`config.mk`:
```
export PLATFORM = sky130hd
export DESIGN_NAME = barker_frame_sync_flat
export DESIGN_NICKNAME = d
export VERILOG_FILES = /design/src/rtl/barker_frame_sync_pkg.sv /design/src/rtl/barker_frame_sync_if.sv /design/src/rtl/barker_frame_sync.sv /design/src/flat_wrapper.sv
export SDC_FILE = /design/constraint.sdc
export NUM_CORES = 1
export LEC_CHECK = 0
export BUFFER_PORTS_ARGS = -buffer_cell sky130_fd_sc_hd__buf_2
export CAP_MARGIN = 25
export CORE_AREA = 2 2 106 57
export CTS_CLUSTER_DIAMETER = 60
export DETAILED_ROUTE_END_ITERATION = 10
export DIE_AREA = 0 0 108 59
export GPL_TIMING_DRIVEN = 0
export PLACE_DENSITY = 0.81
export SYNTH_ARGS = -nofsm -noshare
export SYNTH_HDL_FRONTEND = slang
export SYNTH_SLANG_ARGS = --single-unit
export TNS_END_PERCENT = 5
```
`constraint.sdc`:
```
create_clock -name i_clk -period 7.3 [get_ports i_clk]
set_clock_uncertainty 0.2 [all_clocks]
set_input_delay 0.73 -clock i_clk [delete_from_list [all_inputs] [get_ports i_clk]]
set_output_delay 0.73 -clock i_clk [all_outputs]
set_load 0.01 [all_outputs]
```
`src/rtl/barker_frame_sync_pkg.sv`:
```
// Shared types for the Barker frame synchroniser: FSM state encoding and counter widths.
package barker_frame_sync_pkg;

    typedef enum logic [1:0] {
        SEARCH = 2'd0,
        VERIFY = 2'd1,
        LOCKED = 2'd2
    } sync_state_t;

    localparam int POS_W = 16;
    localparam int CNT_W = 16;
    localparam int HIST_W = 4;

endpackage

```
`src/rtl/barker_frame_sync_if.sv`:
```
// Beat stream from the correlator's m_axis; tuser carries the per-beat peak flag.
interface barker_frame_sync_if;

    logic s_tvalid;
    logic s_tuser;
    logic s_tready;

    modport master (
        output s_tvalid,
        output s_tuser,
        input  s_tready
    );

    modport slave (
        input  s_tvalid,
        input  s_tuser,
        output s_tready
    );

endinterface

```
`src/rtl/barker_frame_sync.sv`:
```
// Frame synchroniser: confirms a regular grid of Barker peaks, then flywheels frame strobes
// across missed peaks until too many are lost in a row.
module barker_frame_sync
    import barker_frame_sync_pkg::*;
#(
    parameter int FRAME_LEN = 64,
    parameter int CONFIRM_N = 3,
    parameter int MISS_MAX  = 2
) (
    input  logic                   i_clk,
    input  logic                   i_rst_n,
    input  logic                   i_enable,
    barker_frame_sync_if.slave     s_axis,
    output logic                   o_locked,
    output logic                   o_frame_start,
    output logic [1:0]             o_state,
    output logic [CNT_W-1:0]       o_frame_cnt
);

    sync_state_t        state;
    logic [POS_W-1:0]   d;
    logic [HIST_W-1:0]  confirm;
    logic [HIST_W-1:0]  miss;
    logic [POS_W-1:0]   pos;
    logic               beat;
    logic               peak;
    logic               at_expected;

    // The correlator is never stalled; only reset withdraws ready.
    assign s_axis.s_tready = i_rst_n;

    assign beat        = s_axis.s_tvalid & s_axis.s_tready;
    assign peak        = s_axis.s_tuser;
    assign pos         = d + POS_W'(1);
    assign at_expected = (pos == POS_W'(FRAME_LEN));
    assign o_state     = state;

    always_ff @(posedge i_clk or negedge i_rst_n) begin
        if (!i_rst_n) begin
            state         <= SEARCH;
            d             <= '0;
            confirm       <= '0;
            miss          <= '0;
            o_locked      <= 1'b0;
            o_frame_start <= 1'b0;
            o_frame_cnt   <= '0;
        end else if (!i_enable) begin
            state         <= SEARCH;
            d             <= '0;
            confirm       <= '0;
            miss          <= '0;
            o_locked      <= 1'b0;
            o_frame_start <= 1'b0;
        end else begin
            o_frame_start <= 1'b0;
            if (beat) begin
                unique case (state)
                    SEARCH: begin
                        if (peak) begin
                            state   <= VERIFY;
                            d       <= '0;
                            confirm <= HIST_W'(1);
                        end
                    end
                    VERIFY: begin
                        if (at_expected) begin
                            d <= '0;
                            if (!peak) begin
                                state   <= SEARCH;
                                confirm <= '0;
                            end else if (confirm == HIST_W'(CONFIRM_N - 1)) begin
                                state         <= LOCKED;
                                confirm       <= '0;
                                miss          <= '0;
                                o_locked      <= 1'b1;
                                o_frame_start <= 1'b1;
                                o_frame_cnt   <= o_frame_cnt + CNT_W'(1);
                            end else begin
                                confirm <= confirm + HIST_W'(1);
                            end
                        end else if (peak) begin
                            d       <= '0;
                            confirm <= HIST_W'(1);
                        end else begin
                            d <= pos;
                        end
                    end
                    LOCKED: begin
                        // Off-grid peaks are ignored; the flywheel only looks at the expected slot.
                        if (at_expected) begin
                            d <= '0;
                            if (peak) begin
                                miss          <= '0;
                                o_frame_start <= 1'b1;
                                o_frame_cnt   <= o_frame_cnt + CNT_W'(1);
                            end else if (miss == HIST_W'(MISS_MAX - 1)) begin
                                state    <= SEARCH;
                                miss     <= '0;
                                o_locked <= 1'b0;
                            end else begin
                                miss          <= miss + HIST_W'(1);
                                o_frame_start <= 1'b1;
                                o_frame_cnt   <= o_frame_cnt + CNT_W'(1);
                            end
                        end else begin
                            d <= pos;
                        end
                    end
                    default: begin
                        state    <= SEARCH;
                        d        <= '0;
                        confirm  <= '0;
                        miss     <= '0;
                        o_locked <= 1'b0;
                    end
                endcase
            end
        end
    end

endmodule

```
`src/flat_wrapper.sv`:
```
// flat-port wrapper written by rule: the top's interface ports become plain ports
module barker_frame_sync_flat import barker_frame_sync_pkg::*;
#(
    parameter int FRAME_LEN = 64,
    parameter int CONFIRM_N = 3,
    parameter int MISS_MAX  = 2
)
  (i_clk, i_rst_n, i_enable, o_locked, o_frame_start, o_state, o_frame_cnt, s_axis_s_tvalid, s_axis_s_tuser, s_axis_s_tready);
  barker_frame_sync_if s_axis_i ();
  input  logic i_clk;
  input  logic i_rst_n;
  input  logic i_enable;
  output logic o_locked;
  output logic o_frame_start;
  output logic [1:0] o_state;
  output logic [CNT_W-1:0] o_frame_cnt;
  input wire logic [$bits(s_axis_i.s_tvalid)-1:0] s_axis_s_tvalid;
  input wire logic [$bits(s_axis_i.s_tuser)-1:0] s_axis_s_tuser;
  output wire logic [$bits(s_axis_i.s_tready)-1:0] s_axis_s_tready;
  assign s_axis_i.s_tvalid = s_axis_s_tvalid;
  assign s_axis_i.s_tuser = s_axis_s_tuser;
  assign s_axis_s_tready = s_axis_i.s_tready;
  barker_frame_sync #(.FRAME_LEN(FRAME_LEN), .CONFIRM_N(CONFIRM_N), .MISS_MAX(MISS_MAX)) u_core (.i_clk(i_clk), .i_rst_n(i_rst_n), .i_enable(i_enable), .s_axis(s_axis_i), .o_locked(o_locked), .o_frame_start(o_frame_start), .o_state(o_state), .o_frame_cnt(o_frame_cnt));
endmodule
```
==> results.txt, run 1 <==
Syn_nets -> 323
Iter 0 DRT Violations -> 244
CP Class -> reg2reg
Leak -> 1.51 nW
Post-route DRC -> 0
# fillers -> 448
Clock Path Buffers -> 2
Die width -> 108 um
FF+latch area -> 0.00110 mm^2
Vias per cell -> 6.07
Post-route ant nets -> 0
Worst R2R Path Depth -> 10
Initial Util -> 52.5%
Synth async-reset ratio -> 100%
CP top delay family -> simple AND/OR/NAND/NOR gates
I/O Buffers -> 25
Count leader, synth -> dfrtp_1
CTS H-Tree Depth -> 2
First-pass GRT wire length -> 11100 um
Top post-synthesis cells by count -> dfrtp_1 (44), nand2_1 (23), nor2_1 (22)
Row cnt -> 19
Share of layout cells above drive strength 1 -> 17.2%
Ys flop type -> dfrtp_1
Grt ovf -> 0
Max-slew violations -> 0
Max-cap viol count -> 0
Worst path buffer plus inverter count -> 2
Crit path max fanout -> 10
Fin crit period -> 3070 ps
CP arrival -> 3050 ps
RSZ-0062 raised after global routing -> false
Gp weighted congestion -> 0.908
Layout area overhead -> 14.1%
Share of the synthesized area in the top cell type -> 39.2%
# resized after CTS -> 0
Syn. warnings -> 0
Seq/Total Area, Yosys -> 39.2%
Net count reported at finish -> 356
Critical Path Start Type -> flip-flop
Mapped cell area -> 0.00281 mm^2
DRT Pass-1 Iters -> 7
Hold Vio Cnt, Final -> 0
Setup TNS -> 0 ps
GRT Overall Usage -> 21.8%
Critical path cell sequence -> ha_1 -> nand4_2 -> nor3_4 -> mux2i_1 -> nor4b_4 -> buf_6 -> a31oi_1 -> buf_2 -> nor3_1 -> xor2_1
Clk pin slew, worst setup/hold paths -> 90 ps
Worst-margin pin slew -> 671 ps
Cts hold-fix bufs -> 0
CTS tree -> yes
Number of flops mapped to enable cells by yosys -> 0
FF-to-FF End -> u_core.o_frame_cnt[3]
Initial antenna violation count -> 0
Rel. slew slack -> 55.2%
Multi-input gate area -> 0.00156 mm^2
Top post-synthesis cells by area -> dfrtp_1 (39%), xor2_1 (5.3%), ha_1 (4.0%), o21ai_0 (3.7%), nand3_1 (3.4%)
Crit Reg-Reg Startpoint -> u_core.d[0]
Sink Count -> 44
VDD IR-drop max -> 93.9 uV
Die ar. -> 0.00637 mm^2
Via count -> 2525
WL per Instance -> 15.4 um
Post-synth top area cell -> dfrtp_1
Post-CTS Setup Repair Bufs -> 0
Crit. End Element -> flip-flop
Final Total Pwr -> 673 uW
Outcome -> finished clean
Final setup vio count -> 0
PwrDens -> 210 mW/mm^2
Distinct cell type count after synthesis -> 55
Vias in the first global route -> 2440
WL final -> 6400 um
Core area -> 0.00535 mm^2
CTS Buf Count -> 5
Slowest CP cell -> dfrtp_1
Syn Inst Count -> 309
Final worst-path cycle share -> 42.1%
Clock latency at the later pin of the worst-skew pair -> 310 ps
CP Data Required Time -> 7280 ps
Root Driver -> clkbuf_8
Fin area -> 0.00320 mm^2
Post-Syn Area per Cell -> 9.09 um^2
Core Util, Final -> 59.9%
Seq cells post-synth -> 44
Antenna Cells -> 0
Slowest stage delay, CP -> 420 ps
DP Wirelength -> 4510 um
Die height -> 59 um
Peak Freq -> 0.325 GHz
Reg2reg setup slack -> 4230 ps
Ports -> 26
Largest net degree at the start of global routing -> 49
Tightest Hold Check Type -> in2async
Placement Cell Area -> 0.00302 mm^2
routing by layer:
layer	routed length [um]	global-route usage [%]	part of all wire, %	vias up
li1	-	-	-	1200
met1	2830	28.3	44	1223
met2	3060	36.8	48	87
met3	369	4.51	5.8	15
met4	135	8.06	2.1	0
met5	0	0	0	-
how the worst max path moves through the flow:
stage	startpoint	to	slack, ps	cells past startpoint
after floorplan	u_core.d[0]	u_core.miss[2]	4610	10
after global placement	i_rst_n	u_core.d[7]	3730	8
after global routing	u_core.d[0]	u_core.o_frame_cnt[3]	3980	10
final	u_core.d[0]	u_core.o_frame_cnt[3]	4230	10
after detailed placement	i_rst_n	u_core.d[7]	3650	8
after CTS	i_rst_n	u_core.d[3]	4020	8
area by class of cell:
type / instances / area share [%]
clock inverter: 3 / 2.81
sequential: 44 / 34.4
multi-input combinational: 236 / 48.8
inverter: 11 / 1.29
timing repair buffer: 26 / 4.53
buffer: 18 / 3.24
clock buffer: 5 / 2.15
tap: 73 / 2.85
power breakdown:
group	switching [mW]	leakage, nW	total [mW]	internal, mW
clock network	0.0901	0.0784	0.261	0.171
registers	0.0155	0.609	0.272	0.257
logic	0.0886	0.822	0.140	0.0514
placed cells by master, fill, tap and decap left out, drive strengths merged, types with 2 or more instances in the layout:
master	Yosys	routed
or2	3	3
a22o	3	3
nor3b	3	3
nand2b	3	3
and4	2	2
clkbuf	4	9
and2	2	2
nor4	2	2
mux2	2	2
a31oi	8	8
nor4b	3	3
o31a	2	2
o21ai	22	22
ha	9	9
and3	6	6
nor2b	3	3
nor2	22	22
or4	3	3
xor2	17	17
buf	14	40
a21oi	12	12
o2bb2ai	2	2
xnor2	2	2
or3	2	2
inv	11	11
a211oi	6	6
nand3	20	20
mux2i	9	9
nor3	18	18
o41ai	5	5
dfrtp	44	44
nand2	24	24
bufinv	0	3
nand4	10	10
worst register-to-register path, stage by stage, from the launching register on:
cell and delay [ps]:
dfrtp_1 420, ha_1 340, nand4_2 180, nor3_4 260, mux2i_1 330, nor4b_4 90, buf_6 160, a31oi_1 410
buf_2 310, nor3_1 100, xor2_1 160
state kept, by name, indices dropped and copies added (netlist names):
register and cells:
u_core.o_locked 1, u_core.o_frame_cnt 16, u_core.confirm 4, u_core.o_frame_start 1, u_core.d 16, u_core.miss 4, u_core.o_state 2
logic make-up after synthesis:
family / count (synthesis) / synth area share, %
AOI/OAI and AO/OA: 70 / 16.8
xor gates and xnor gates: 19 / 5.93
adders and majority gates: 9 / 4.01
buffers and inverters: 29 / 5.17
DFF: 44 / 39.2
muxes: 11 / 4.01
and+or+nand+nor: 127 / 24.9
metrics by stage:
step | cells | hold WS [ps] | setup WS [ps]
finish | 416 | 99.8 | 4230
global route | 416 | 115 | 3980
CTS | 415 | 291 | 4020
detailed placement | 407 | 279 | 3650
global placement | 407 | 254 | 3730
floorplan | 309 | 234 | 4610
No activity file was read; power rests on OpenSTA's default activity.
==> run 2, diff against run 1 <==
--- a/config.mk
+++ b/config.mk
@@ -12,7 +12,7 @@
 export DETAILED_ROUTE_END_ITERATION = 10
 export DIE_AREA = 0 0 108 59
 export GPL_TIMING_DRIVEN = 0
-export PLACE_DENSITY = 0.81
+export PLACE_DENSITY = 0.84
 export SYNTH_ARGS = -nofsm -noshare
 export SYNTH_HDL_FRONTEND = slang
 export SYNTH_SLANG_ARGS = --single-unit
==> constraint.sdc (replaced) <==
create_clock -name i_clk -period 2.5 [get_ports i_clk]
set_clock_uncertainty 0.2 [all_clocks]
set_input_delay 0.25 -clock i_clk [delete_from_list [all_inputs] [get_ports i_clk]]
set_output_delay 0.25 -clock i_clk [all_outputs]
set_load 0.01 [all_outputs]
==> results.txt, run 2 (synthesis gave the netlist of run 1 again) <==
Crit path max fanout -> 9
Iter 0 DRT Violations -> 229
CTS H-Tree Depth -> 2
Post-route DRC -> 0
Antenna Cells -> 0
DP Wirelength -> 4640 um
Outcome -> complete, but fails checks
Row cnt -> 19
Vias per cell -> 6.12
Grt ovf -> 0
Post-route ant nets -> 0
Fin crit period -> 2800 ps
PwrDens -> 494 mW/mm^2
Worst R2R Path Depth -> 10
Tightest Hold Check Type -> in2reg
Clock Path Buffers -> 2
RSZ-0062 raised after global routing -> true
WL final -> 7100 um
First-pass GRT wire length -> 11600 um
CTS Buf Count -> 5
VDD IR-drop max -> 383 uV
Die height -> 59 um
Clock latency at the later pin of the worst-skew pair -> 310 ps
CP arrival -> 2810 ps
Most frequent cells in the layout -> dfrtp_1 (38), buf_2 (24), nand2_1 (22)
Sink Count -> 44
Die ar. -> 0.00637 mm^2
Vias in the first global route -> 2470
Via count -> 2627
Leak -> 1.59 nW
Failing checks -> setup timing
Top Registers -> u_core.d (16), u_core.o_frame_cnt (16)
Placement Cell Area -> 0.00310 mm^2
Core area -> 0.00535 mm^2
Initial antenna violation count -> 0
Largest net degree at the start of global routing -> 45
Final setup vio count -> 35
Hold Vio Cnt, Final -> 0
CTS tree -> yes
Root Driver -> clkbuf_8
Ports -> 26
DRT Pass-1 Iters -> 8
Setup ws final -> -301 ps
Share of layout cells above drive strength 1 -> 30.9%
Crit. End Element -> flip-flop
Net count reported at finish -> 369
Clk pin slew, worst setup/hold paths -> 90 ps
Final worst-path cycle share -> 112%
CP Data Required Time -> 2510 ps
Worst Hold Depth -> 3
Gp weighted congestion -> 0.902
Setup TNS -> -4070 ps
Rel. slew slack -> 70.4%
Layout area overhead -> 25.1%
Critical Path Start Type -> flip-flop
Worst-margin pin slew -> 442 ps
Max-slew violations -> 0
Fin area -> 0.00351 mm^2
Max-cap viol count -> 0
Peak Freq -> 0.357 GHz
I/O Buffers -> 25
Initial Util -> 52.5%
GRT Overall Usage -> 23.4%
WL per Instance -> 16.6 um
Die width -> 108 um
CP Class -> reg2reg
Most common cell after layout, fill and taps aside -> dfrtp_1
run 2: cell types whose count changed in the layout (fill, tap and decap cells not counted), moves of 3 or more:
cell and delta:
a21oi_1 -4, dfrtp_1 -6, buf_2 -6, buf_4 +8
buf_6 +10, dfrtp_2 +6, nor3_1 -11, nor3_2 +10
bufinv_16 -3
run 2: worst max-delay path, cell delays in order, from the launching register on:
cell	delay, ps
dfrtp_1	360
buf_6	140
nand3_1	170
nor4b_2	310
o21ai_1	150
nor4b_4	300
buf_4	170
a41oi_2	120
or4_1	440
buf_6	150
o41ai_2	190
run 2: metrics by stage:
step / cells / util, % / hold WS [ps] / setup WS (ps) / total power [mW]
2_1_floorplan: 309 / - / -246 / -54.3 / 1.09
6_report: 429 / 65.7 / 137 / -301 / 1.74
3_5_place_dp: 407 / 58.0 / 262 / -668 / 1.23
3_3_place_gp: 407 / 58.0 / 256 / -589 / 1.20
4_1_cts: 429 / 65.1 / 121 / -299 / 1.73
5_1_grt: 429 / 65.7 / 135 / -414 / 1.82
run 2: repair_timing:
item	in CTS	in global routing
endpoints found under the hold margin	44	0
pin swaps	15	4
gates resized for setup	40	11
buffers inserted	11	0
hold buffers	2	0
gates cloned	1	0
endpoints found under the setup margin	41	44
run 2: layer usage:
layer,vias to the layer above,routed length (um),track usage [%]
met4,0,131,7.69
met5,-,0,0
met2,142,3340,40.2
li1,1223,-,-
met3,17,507,4.29
met1,1245,3130,30.7
run 2: final timing paths:
path,from,endpoint,slack [ps]
setup / recovery,u_core.d[2],u_core.miss[2],-300
hold / removal,i_enable,u_core.o_frame_start,140
setup reg to reg,u_core.d[2],u_core.miss[2],-300
hold reg to reg,u_core.o_frame_cnt[15],u_core.o_frame_cnt[15],270
max in group asynchronous,i_rst_n,u_core.d[5],1550
min in group asynchronous,i_rst_n,u_core.miss[1],340
run 2: final cells by class:
type | instances | area, um^2
inverters | 11 | 41.3
plain buffers | 18 | 149
clock buffers | 6 | 72.6
fillers | 393 | 1840
repair buffers | 39 | 263
multi-input cells | 236 | 1770
clock inverters | 2 | 16.3
well taps | 73 | 91.3
flip-flops and latches | 44 | 1110
run 2: power by group:
part | internal [mW] | switching [mW] | leakage, nW | total (mW)
logic | 0.188 | 0.300 | 0.953 | 0.488
registers | 0.750 | 0.0477 | 0.599 | 0.797
clock network | 0.199 | 0.252 | 0.0414 | 0.451
total | 1.14 | 0.600 | 1.59 | 1.74
